==> config.mk <==
export PLATFORM = sky130hd
export DESIGN_NAME = game_flow_ctrl
export DESIGN_NICKNAME = d
export VERILOG_FILES = /design/src/rtl/game_flow_ctrl.sv
export SDC_FILE = /design/constraint.sdc
export NUM_CORES = 1
export LEC_CHECK = 0
export ABC_AREA = 1
export CAP_MARGIN = 20
export CORE_MARGIN = 2
export CORE_UTILIZATION = 30
export CTS_CLUSTER_DIAMETER = 120
export CTS_CLUSTER_SIZE = 24
export DETAILED_ROUTE_END_ITERATION = 7
export PLACE_DENSITY = 0.5
export SYNTH_ARGS = -nofsm -noshare
export SYNTH_HDL_FRONTEND = slang
export SYNTH_SLANG_ARGS = --single-unit
==> constraint.sdc <==
create_clock -name clk -period 3.01 [get_ports clk]
set_input_delay 0.4515 -clock clk [delete_from_list [all_inputs] [get_ports clk]]
set_output_delay 0.4515 -clock clk [all_outputs]
set_load 0.01 [all_outputs]
==> src/rtl/game_flow_ctrl.sv <==
// game_flow_ctrl: top-level game sequencer. Runs the intro, play, hit-animation
// and grace phases. Counts down lives and gates collision hits. Every output is
// a flop, so no input has a combinational path to an output.
//
// state        | meaning
// -------------+----------------------------------------------------------
// ST_MENU      | idle after reset; waits for a start edge
// ST_INTRO     | intro animation; movement frozen, hits dropped
// ST_PLAY      | live play; hits cost a life, win ends the game
// ST_HIT_ANIM  | hit animation; movement frozen, hits dropped
// ST_GRACE     | post-hit invulnerability; hits dropped, win still counts
// ST_GAME_OVER | out of lives; waits for a start edge
// ST_WIN       | goal reached; waits for a start edge
module game_flow_ctrl #(
    parameter int LIVES        = 3,
    parameter int ANIM_CYCLES  = 32_500_000,
    parameter int GRACE_CYCLES = 65_000_000,
    parameter int TIMER_W      = 27
) (
    input  logic                         clk,
    input  logic                         rst_n,
    input  logic                         start_btn,
    input  logic [9:0]                   hit,
    input  logic                         win,
    output logic                         start_game,
    output logic                         animation,
    output logic [9:0]                   hit_out,
    output logic [$clog2(LIVES+1)-1:0]   lives,
    output logic                         game_over,
    output logic                         game_won
);

    localparam int LW = $clog2(LIVES + 1);
    localparam logic [TIMER_W-1:0] ANIM_LOAD  = TIMER_W'(ANIM_CYCLES - 1);
    localparam logic [TIMER_W-1:0] GRACE_LOAD = TIMER_W'(GRACE_CYCLES - 1);
    localparam logic [LW-1:0]      LIVES_LOAD = LW'(LIVES);

    typedef enum logic [2:0] {
        ST_MENU,
        ST_INTRO,
        ST_PLAY,
        ST_HIT_ANIM,
        ST_GRACE,
        ST_GAME_OVER,
        ST_WIN
    } state_t;

    state_t               state_q, state_d;
    logic [TIMER_W-1:0]   timer_q, timer_d;
    logic [LW-1:0]        lives_q, lives_d;
    logic                 start_btn_q;
    logic                 start_game_q, start_game_d;
    logic                 animation_q, animation_d;
    logic [9:0]           hit_out_q, hit_out_d;
    logic                 game_over_q, game_over_d;
    logic                 game_won_q, game_won_d;
    logic                 start_edge;
    logic                 timer_zero;

    assign start_edge = start_btn & ~start_btn_q;
    assign timer_zero = (timer_q == '0);

    // Next state, phase timer and lives; output flags follow the next state so
    // they change on the same edge as the state register.
    always_comb begin
        state_d   = state_q;
        timer_d   = timer_q;
        lives_d   = lives_q;
        hit_out_d = '0;
        unique case (state_q)
            ST_MENU, ST_GAME_OVER, ST_WIN: begin
                if (start_edge) begin
                    lives_d = LIVES_LOAD;
                    timer_d = ANIM_LOAD;
                    state_d = ST_INTRO;
                end
            end
            ST_INTRO: begin
                if (timer_zero) state_d = ST_PLAY;
                else            timer_d = timer_q - 1'b1;
            end
            ST_PLAY: begin
                if (win) begin
                    state_d = ST_WIN;
                end else if (|hit) begin
                    hit_out_d = hit;
                    if (lives_q != '0) lives_d = lives_q - 1'b1;
                    if (lives_q <= LW'(1)) begin
                        state_d = ST_GAME_OVER;
                    end else begin
                        timer_d = ANIM_LOAD;
                        state_d = ST_HIT_ANIM;
                    end
                end
            end
            ST_HIT_ANIM: begin
                if (timer_zero) begin
                    timer_d = GRACE_LOAD;
                    state_d = ST_GRACE;
                end else begin
                    timer_d = timer_q - 1'b1;
                end
            end
            ST_GRACE: begin
                if (win)             state_d = ST_WIN;
                else if (timer_zero) state_d = ST_PLAY;
                else                 timer_d = timer_q - 1'b1;
            end
            default: state_d = ST_MENU;
        endcase

        start_game_d = (state_d == ST_INTRO) || (state_d == ST_PLAY) ||
                       (state_d == ST_HIT_ANIM) || (state_d == ST_GRACE);
        animation_d  = (state_d == ST_INTRO) || (state_d == ST_HIT_ANIM);
        game_over_d  = (state_d == ST_GAME_OVER);
        game_won_d   = (state_d == ST_WIN);
    end

    // State, timer, lives and registered outputs; reset aborts any phase.
    always_ff @(posedge clk or negedge rst_n) begin
        if (!rst_n) begin
            state_q      <= ST_MENU;
            timer_q      <= '0;
            lives_q      <= '0;
            start_btn_q  <= 1'b0;
            start_game_q <= 1'b0;
            animation_q  <= 1'b0;
            hit_out_q    <= '0;
            game_over_q  <= 1'b0;
            game_won_q   <= 1'b0;
        end else begin
            state_q      <= state_d;
            timer_q      <= timer_d;
            lives_q      <= lives_d;
            start_btn_q  <= start_btn;
            start_game_q <= start_game_d;
            animation_q  <= animation_d;
            hit_out_q    <= hit_out_d;
            game_over_q  <= game_over_d;
            game_won_q   <= game_won_d;
        end
    end

    assign start_game = start_game_q;
    assign animation  = animation_q;
    assign hit_out    = hit_out_q;
    assign lives      = lives_q;
    assign game_over  = game_over_q;
    assign game_won   = game_won_q;

endmodule

; ---- Yosys cells after proc, flatten, opt, wreduce, memory -nomap -nowiden
; Index checks and enable logic that the tools add are counted.
[word_totals]
reg_bits = 47
in_bits = 14
output_inout_bits = 16
elab_cells = 69
[op_classes]
add_sub_neg = 2
order_cmp = 1
eq_ne = 18
muxes = 24
n_bitwise = 2
reduce_logical = 13
[op_table]
columns = operator, n
row1 = 27-bit 2-to-1 mux, 7
row2 = 27-bit case mux with 5 select lines, 1
row3 = 10-bit 2-to-1 mux, 3
row4 = 27-bit logical NOT, 1
row5 = 27-bit by 1-bit subtractor with 27-bit output (second input constant), 1
row6 = 3-bit 2-to-1 mux, 7
row7 = 3-bit equality test (second input constant), 6
row8 = 3-bit case mux with 5 select lines, 1
row9 = 3-bit by 2-bit equality test with 1-bit output (second input constant), 4
row10 = 2-bit inequality test (second input constant), 6
row11 = 10-bit OR reduction, 1
row12 = 2-bit 2-to-1 mux, 4
row13 = 3-bit by 1-bit equality test with 1-bit output (second input constant), 2
row14 = 6-bit AND reduction, 1
row15 = 5-bit AND reduction, 1
row16 = 5-bit nonzero test, 1
row17 = 1-bit logical OR, 4
row18 = 2-bit case mux with 2 select lines, 1
row19 = 2-bit nonzero test, 2
row20 = 3-bit logical NOT, 1
row21 = 3-bit OR reduction, 1
row22 = 2-bit by 1-bit <= comparator with 1-bit output (second input constant), 1
row23 = 2-bit by 1-bit subtractor with 2-bit output (second input constant), 1
row24 = 1-bit AND, 1
row25 = 1-bit inverter, 1

; ---- Logic depth before layout (Yosys ltp)
; Gate-level depths: netlist of the first run.
[depth]
word_depth = 9
ltp_mapped = 13
ltp_nobuf = 13

; ---- Worst setup path before layout of the first run
; OpenSTA, ideal clock, no wires.
[synth_timing]
path_kind = reg2reg
startpoint = reg timer_q[0]
endpoint = reg timer_q[11]
t_arrival_ns = 1.607
required_time_ns = 2.885
slack_ns = 1.278
path_stages_with_launch = 12
path_buffers = 1
cell_sequence = dfrtp_1 > inv_1 > ha_1 > inv_1 > nor2_1 > nand3_1 > nor2_2 > nand3_4 > nand3_4 > buf_6 > nand2_1 > a21boi_2
[synth_between]
elab_chain_len = 4
word_cells_on_any_way = 6
cone_classes = add/sub: 1 / mux: 4 / reduce/logical: 1
[synth_rtl]
columns = item, line
row1 = start: declaration, 49  ; logic [TIMER_W-1:0] timer_q, timer_d;
row2 = start signal: assignment, 133  ; timer_q <= timer_d;
row3 = 27-bit by 1-bit subtractor with 27-bit output / 27-bit logical NOT (equally long branches), --
row4 = 27-bit 2-to-1 mux, "79, 106"
row5 = 27-bit 2-to-1 mux, 105  ; if (win) state_d = ST_WIN;
row6 = 27-bit case mux with 5 select lines (*), 70  ; unique case (state_q)
; Every way passes the cells marked *; elsewhere a longest branch is shown, timed or not. The select of a mux whose other input is x is not followed.
; A chain may end at the register's enable or synchronous reset.

; ---- Final worst setup path of the first run
[layout_timing]
startpoint = reg state_q[2]
endpoint = reg timer_q[12]
[layout_between]
elab_chain_len = 4
word_cells_on_any_way = 16
cone_classes = eq/ne: 11 / mux: 1 / reduce/logical: 4
[layout_rtl]
columns = item, line
row1 = start: declaration, 48  ; state_t state_q, state_d;
row2 = start signal: assignment, 132  ; state_q <= state_d;
row3 = 3-bit equality test / 3-bit logical NOT (equally long branches), 70
row4 = 3-bit OR reduction, 70
row5 = 5-bit nonzero test (no source line) / 2-bit inequality test (equally long branches), --
row6 = 6-bit AND reduction (no source line), --
; Several ways; a longest one is shown, not always the timed one.

==> metrics.md, run 1 <==
| Metric | Value |
|---|---|
| Area grow syn2layout | `17.5%` |
| Startpoint types | `flip-flop` |
| Via density | `4.58` |
| Fin cells | `603` |
| Overflow after GRT | `0` |
| Vias in the first global route | `2681` |
| Die height | `105 microns` |
| Slew Viols, Final | `0` |
| Cells after Synth | `437` |
| Clk pwr share | `0.171` |
| Initial antenna violation count | `0` |
| CTS tree | `done` |
| Cell area after synthesis | `0.00305 sq mm` |
| Latest clock arrival within the worst-skew pair | `0.31 ns` |
| Max IR drop VDD | `0.449 mV` |
| Net Sw Frac | `0.473` |
| Min Hold Slack | `0.0887 ns` |
| TNS Setup | `0 ns` |
| Hold buffers post-CTS | `0` |
| Routed len/inst | `12.6 microns` |
| Share of cells above drive strength 1 | `0.0830` |
| WS Path Type | `reg2reg` |
| Nets@finish | `487` |
| CP Data Arrival Time | `2.51 ns` |
| Largest net degree at the start of global routing | `29` |
| Fin crit period | `2.26 ns` |
| Residual DRC | `0` |
| Post-DP Area | `0.00346 sq mm` |
| Min-Delay Path Class | `in2async` |
| Die area | `0.0110 sq mm` |
| TritonCTS Buffers | `5` |
| DRT Pass-1 Iters | `5` |
| Row count | `36` |
| Ant diodes | `0` |
| Endpoints failing setup | `0` |
| Max cap viols | `0` |
| CTS Sinks | `47` |
| Most common cell after layout, fill and taps aside | `nand2_1` |
| # resized after CTS | `0` |
| Logic pwr share | `0.517` |
| # port buffers | `29` |
| Syn Nets | `455` |
| Synth warnings | `0` |
| Number of routed nets with antenna violations | `0` |
| PwrDens | `813 mW/mm^2` |
| Initial Util | `0.310` |
| Final instance area | `0.00358 sq mm` |
| Core area | `0.00982 sq mm` |
| Relative slew slack | `0.677` |
| Unrepaired setup endpoints after global routing | `false` |
| Internal | `1.53 mW` |
| Crit Path Max Fanout | `22` |
| Postcts setup bufs | `0` |
| P_sw | `1.38 mW` |
| First-pass GRT wire length | `13300 microns` |
| Number of library cell types mapped by synthesis | `36` |
| Final Hold Viols | `0` |
| H-Tree Depth | `2` |
| Worst slew pin tran | `0.484 ns` |
| Placer Congestion | `0.864` |
| Commonest cells after routing, fill and taps aside | `144 x nand2_1, 67 x nor2_1, 47 x dfrtp_1` |
| Total I/O pin count | `30` |
| Die W | `105 microns` |
| Clk slew on worst S/H paths | `0.10 ns` |
| Outcome | `complete, no violations` |
| Max Root-Sink Buffers | `2` |
| Clock root buffer master | `clkbuf_8` |
| DP HPWL | `5930 microns` |
| Iter 0 DRT Violations | `145` |
| Pleak | `1.71 nW` |
| Sequential Power Share | `0.313` |
| Seq/Total Area, Yosys | `0.386` |
| Placed insts | `595` |
| Syn avg cell area | `6.97 sq um` |
| Final period utilization | `0.750` |
| Routed vias | `2760` |
| Fillers | `1096` |
| CP endpoint kind | `flip-flop` |
| Final Skew | `0.0103 ns` |
| Fmax | `0.443 GHz` |
| Req. time, crit path | `3.26 ns` |
| Yosys reg bits | `47` |
| GRT Total Usage | `0.150` |
| Post-Route WL | `7600 microns` |
==> Yosys cell counts <==
master	number	area (sq um)
a21boi_1	1	7.51
a21boi_2	1	11.3
a21oi_1	4	20.0
a21oi_2	1	8.76
a21oi_4	1	16.3
a31oi_1	1	6.26
buf_2	2	10.0
buf_4	2	15.0
buf_6	3	33.8
clkinv_1	1	3.75
dfrtp_1	47	1180
ha_1	4	50.1
inv_1	45	169
inv_2	5	18.8
nand2_1	144	541
nand2_2	2	12.5
nand2_4	2	22.5
nand3_1	37	185
nand3_2	2	20.0
nand3_4	3	52.6
nand3b_1	2	15.0
nand4_1	8	50.1
nor2_1	67	251
nor2_2	5	31.3
nor2_4	1	11.3
nor2_8	2	40.0
nor3_1	5	25.0
nor3_4	1	16.3
nor4_1	1	6.26
o211ai_1	2	15.0
o21ai_0	15	75.1
o21ai_1	11	55.1
or2_0	1	6.26
or2_2	1	6.26
xnor2_1	1	8.76
xor2_1	6	52.6
==> routing by layer <==
metal	wire length (microns)	global-route usage	up-vias	share of wire
met2	3520	0.244	40	0.46
met3	238	0.0231	9	0.031
met4	106	0.0400	0	0.014
li1	-	-	1441	-
met1	3740	0.208	1270	0.49
met5	0	0	-	0
==> through the flow <==
| stage | util | power, mW | setup WS, ns |
|---|---|---|---|
| finish | 0.364 | 2.91 | 0.754 |
| global route | 0.364 | 3.21 | 0.502 |
| CTS | 0.364 | 2.95 | 0.724 |
| detailed placement | 0.352 | 2.44 | 0.692 |
| global placement | 0.352 | 2.43 | 0.706 |
| floorplan | - | 2.09 | 1.28 |
==> registers in the layout (all words and copies together) (netlist names) <==
name	count
animation	1
game_over	1
game_won	1
hit_out	10
lives	2
start_btn_q	1
start_game	1
state_q	3
timer_q	27
==> path summary, 6_finish.rpt <==
check | slack, ns | endpoint | depth (start not counted) | startpoint
setup / recovery | 0.75 | timer_q[12] | 8 | state_q[2]
setup reg to reg | 0.75 | timer_q[12] | 8 | state_q[2]
hold reg to reg | 0.54 | timer_q[23] | 2 | timer_q[23]
min in group clk | 0.54 | timer_q[23] | 2 | timer_q[23]
hold / removal | 0.09 | timer_q[11] | 1 | rst_n
max in group asynchronous | 2.18 | state_q[0] | 2 | rst_n
==> power by group through the flow <==
stage          logic, mW  clock network [mW]  registers [mW]
6_report            1.50               0.496           0.910
5_1_grt             1.73               0.542           0.934
4_1_cts             1.53               0.514           0.912
3_5_place_dp        1.52                   0           0.925
3_3_place_gp        1.50                   0           0.925
2_1_floorplan       1.20                   0           0.896
==> critical path, cell delays in order, from the launching register on <==
cell and delay (ns):
dfrtp_1 0.58, inv_1 0.13, nand2_1 0.33, nand2_2 0.13, a21oi_4 0.30, nand3_4 0.30
nor2_4 0.25, o21ai_0 0.11, nand2_1 0.07
==> cells by family (layout without fill, tap and decap cells) <==
logic type	Yosys count	in the layout	share of synthesized area
fa+ha+maj	4	4	0.0164
flops	47	47	0.386
simple gates	284	284	0.424
xor+xnor	7	7	0.0201
buf+inv	58	91	0.0822
compound gates	37	37	0.0707
==> layout make-up <==
cell class,count,area [sq um],share of cell area
clock buffers,5,68.8,0.0192
well taps,133,166,0.0465
flip-flops and latches,47,1180,0.329
repair buffers,32,308,0.0860
inverters,51,191,0.0535
clock inverters,3,47.5,0.0133
multi-input cells,332,1620,0.453
Power figures use the tool's default switching activity.
==> inputs of run 2 (changes only) <==
- clock period: 3.01 -> 2.3 ns (I/O delays scaled with it)
==> run 2 against run 1 <==
Hold slack got worse by 0.070 ns. Largest cell class unchanged. Critical endpoint is now timer_q[2]. Highest routed layer unchanged. Global-route usage fell by 0.30 points. Clock skew fell by 0.0042 ns. Maximum frequency rose by 12%. Setup slack got worse by 0.46 ns. First-iteration DRC count fell by 20%.
==> metrics.md, run 2 (synthesis gave the netlist of run 1 again) <==
| Metric | Value |
|---|---|
| CP endpoint kind | `flip-flop` |
| First-pass GRT wire length | `13100 microns` |
| Die height | `105 microns` |
| TNS Setup | `0 ns` |
| Number of routed nets with antenna violations | `0` |
| Vias in the first global route | `2743` |
| Total power | `3.81 mW` |
| Via density | `4.50` |
| Max FFs per register | `27` |
| Most common cell after layout, fill and taps aside | `nand2_1` |
| Fin cells | `610` |
| Clk slew on worst S/H paths | `0.09 ns` |
| Final WS setup | `0.294 ns` |
| Placed insts | `602` |
| Outcome | `complete, no violations` |
| Routed vias | `2748` |
| Top register by number of flip-flops | `timer_q` |
| Initial antenna violation count | `0` |
| Fillers | `1096` |
| Row count | `36` |
| Min-Delay Path Class | `in2async` |
| WS Path Type | `reg2reg` |
| Residual DRC | `0` |
| Initial Util | `0.310` |
| Fmax | `0.498 GHz` |
| Commonest cells after routing, fill and taps aside | `143 x nand2_1, 67 x nor2_1, 47 x dfrtp_1` |
| Iter 0 DRT Violations | `116` |
| Crit Path Max Fanout | `13` |
| CP Cell Sequence | `inv_1, nand2_1, nand2_2, a21oi_4, nand2_4, nor2_8, buf_4, nand3_1, nand3_1` |
| Min Hold Slack | `0.0182 ns` |
| Pleak | `1.73 nW` |
| CTS Sinks | `47` |
| PwrDens | `1050 mW/mm^2` |
| # port buffers | `29` |
| Final Skew | `0.00610 ns` |
| Hold buffers post-CTS | `0` |
| Unrepaired setup endpoints after global routing | `false` |
| TritonCTS Buffers | `5` |
| H-Tree Depth | `2` |
| Routed len/inst | `12.4 microns` |
| Dpl ws | `0.107 ns` |
| Max IR drop VDD | `0.596 mV` |
| Fin crit period | `2.01 ns` |
| Die W | `105 microns` |
| Endpoints failing setup | `0` |
| Largest net degree at the start of global routing | `29` |
| Final instance area | `0.00362 sq mm` |
| CP max stage cell | `dfrtp_1` |
| Worst slew pin tran | `0.393 ns` |
| DP HPWL | `5910 microns` |
| Die area | `0.0110 sq mm` |
| CTS tree | `done` |
| GRT Total Usage | `0.147` |
| Post-DP Area | `0.00351 sq mm` |
| CP Data Arrival Time | `2.25 ns` |
| Share of cells above drive strength 1 | `0.0985` |
| Slew Viols, Final | `0` |
| Crit-path most repeated cell | `nand3_1` |
| Final Hold Viols | `0` |
| Layout Utilization | `0.369` |
| Startpoint types | `flip-flop` |
| Overflow after GRT | `0` |
| Total I/O pin count | `30` |
| Nets@finish | `494` |
| Final period utilization | `0.872` |
| Relative slew slack | `0.738` |
| Latest clock arrival within the worst-skew pair | `0.30 ns` |
| Area grow syn2layout | `18.9%` |
| Post-Route WL | `7550 microns` |
| Ant diodes | `0` |
| DRT Pass-1 Iters | `4` |
| Seq. cell area | `0.00118 sq mm` |
| Core area | `0.00982 sq mm` |
| Max cap viols | `0` |
| Max Root-Sink Buffers | `2` |
| Placer Congestion | `0.874` |
| Area of the multi-input gates | `0.00162 sq mm` |
| Clock root buffer master | `clkbuf_8` |
| Req. time, crit path | `2.54 ns` |
| CP max stage delay | `0.59 ns` |
## run 2: final timing paths
kind                        startpoint     endpoint  slack, ns  cells after the start
setup / recovery            state_q[2]   timer_q[2]       0.29                      9
hold / removal                   rst_n   timer_q[9]       0.02                      2
setup reg to reg            state_q[2]   timer_q[2]       0.29                      9
hold reg to reg            timer_q[23]  timer_q[23]       0.52                      2
max in group asynchronous        rst_n   state_q[0]       1.96                      2
min in group clk             start_btn  start_btn_q       0.50                      1
## run 2: worst max-delay path, delay by kind of cell (launching register included)
kind / cells / cell delay [ns]
buf+inv: 2 / 0.36
compound gates: 1 / 0.29
simple gates: 6 / 0.68
flops: 1 / 0.59
## run 2: cell type report
type | instances | share of cell area
Clock buffer | 7 | 0.0266
Clock inverter | 1 | 0.00207
Inverter | 51 | 0.0529
Multi-Input combinational cell | 332 | 0.448
Sequential cell | 47 | 0.325
Tap cell | 133 | 0.0460
Timing Repair Buffer | 39 | 0.0996
## run 2: layer usage
| layer | vias to the layer above | global-route usage | wire [microns] |
|---|---|---|---|
| met3 | 9 | 0.0225 | 279 |
| li1 | 1457 | - | - |
| met2 | 46 | 0.241 | 3520 |
| met1 | 1236 | 0.201 | 3640 |
| met4 | 0 | 0.0419 | 110 |
| met5 | - | 0 | 0 |
## run 2: power breakdown
group / leakage (nW) / switching, mW / internal (mW)
Clock: 0.0505 / 0.290 / 0.274
Sequential: 0.567 / 0.170 / 1.01
Combinational: 1.12 / 1.35 / 0.714
Total: 1.73 / 1.81 / 2.00
## run 2: timing repair
item / 4_1_cts / 5_1_grt
resized for setup: 0 / 1
setup endpoints to repair: 0 / 1
buffers inserted: 0 / 0
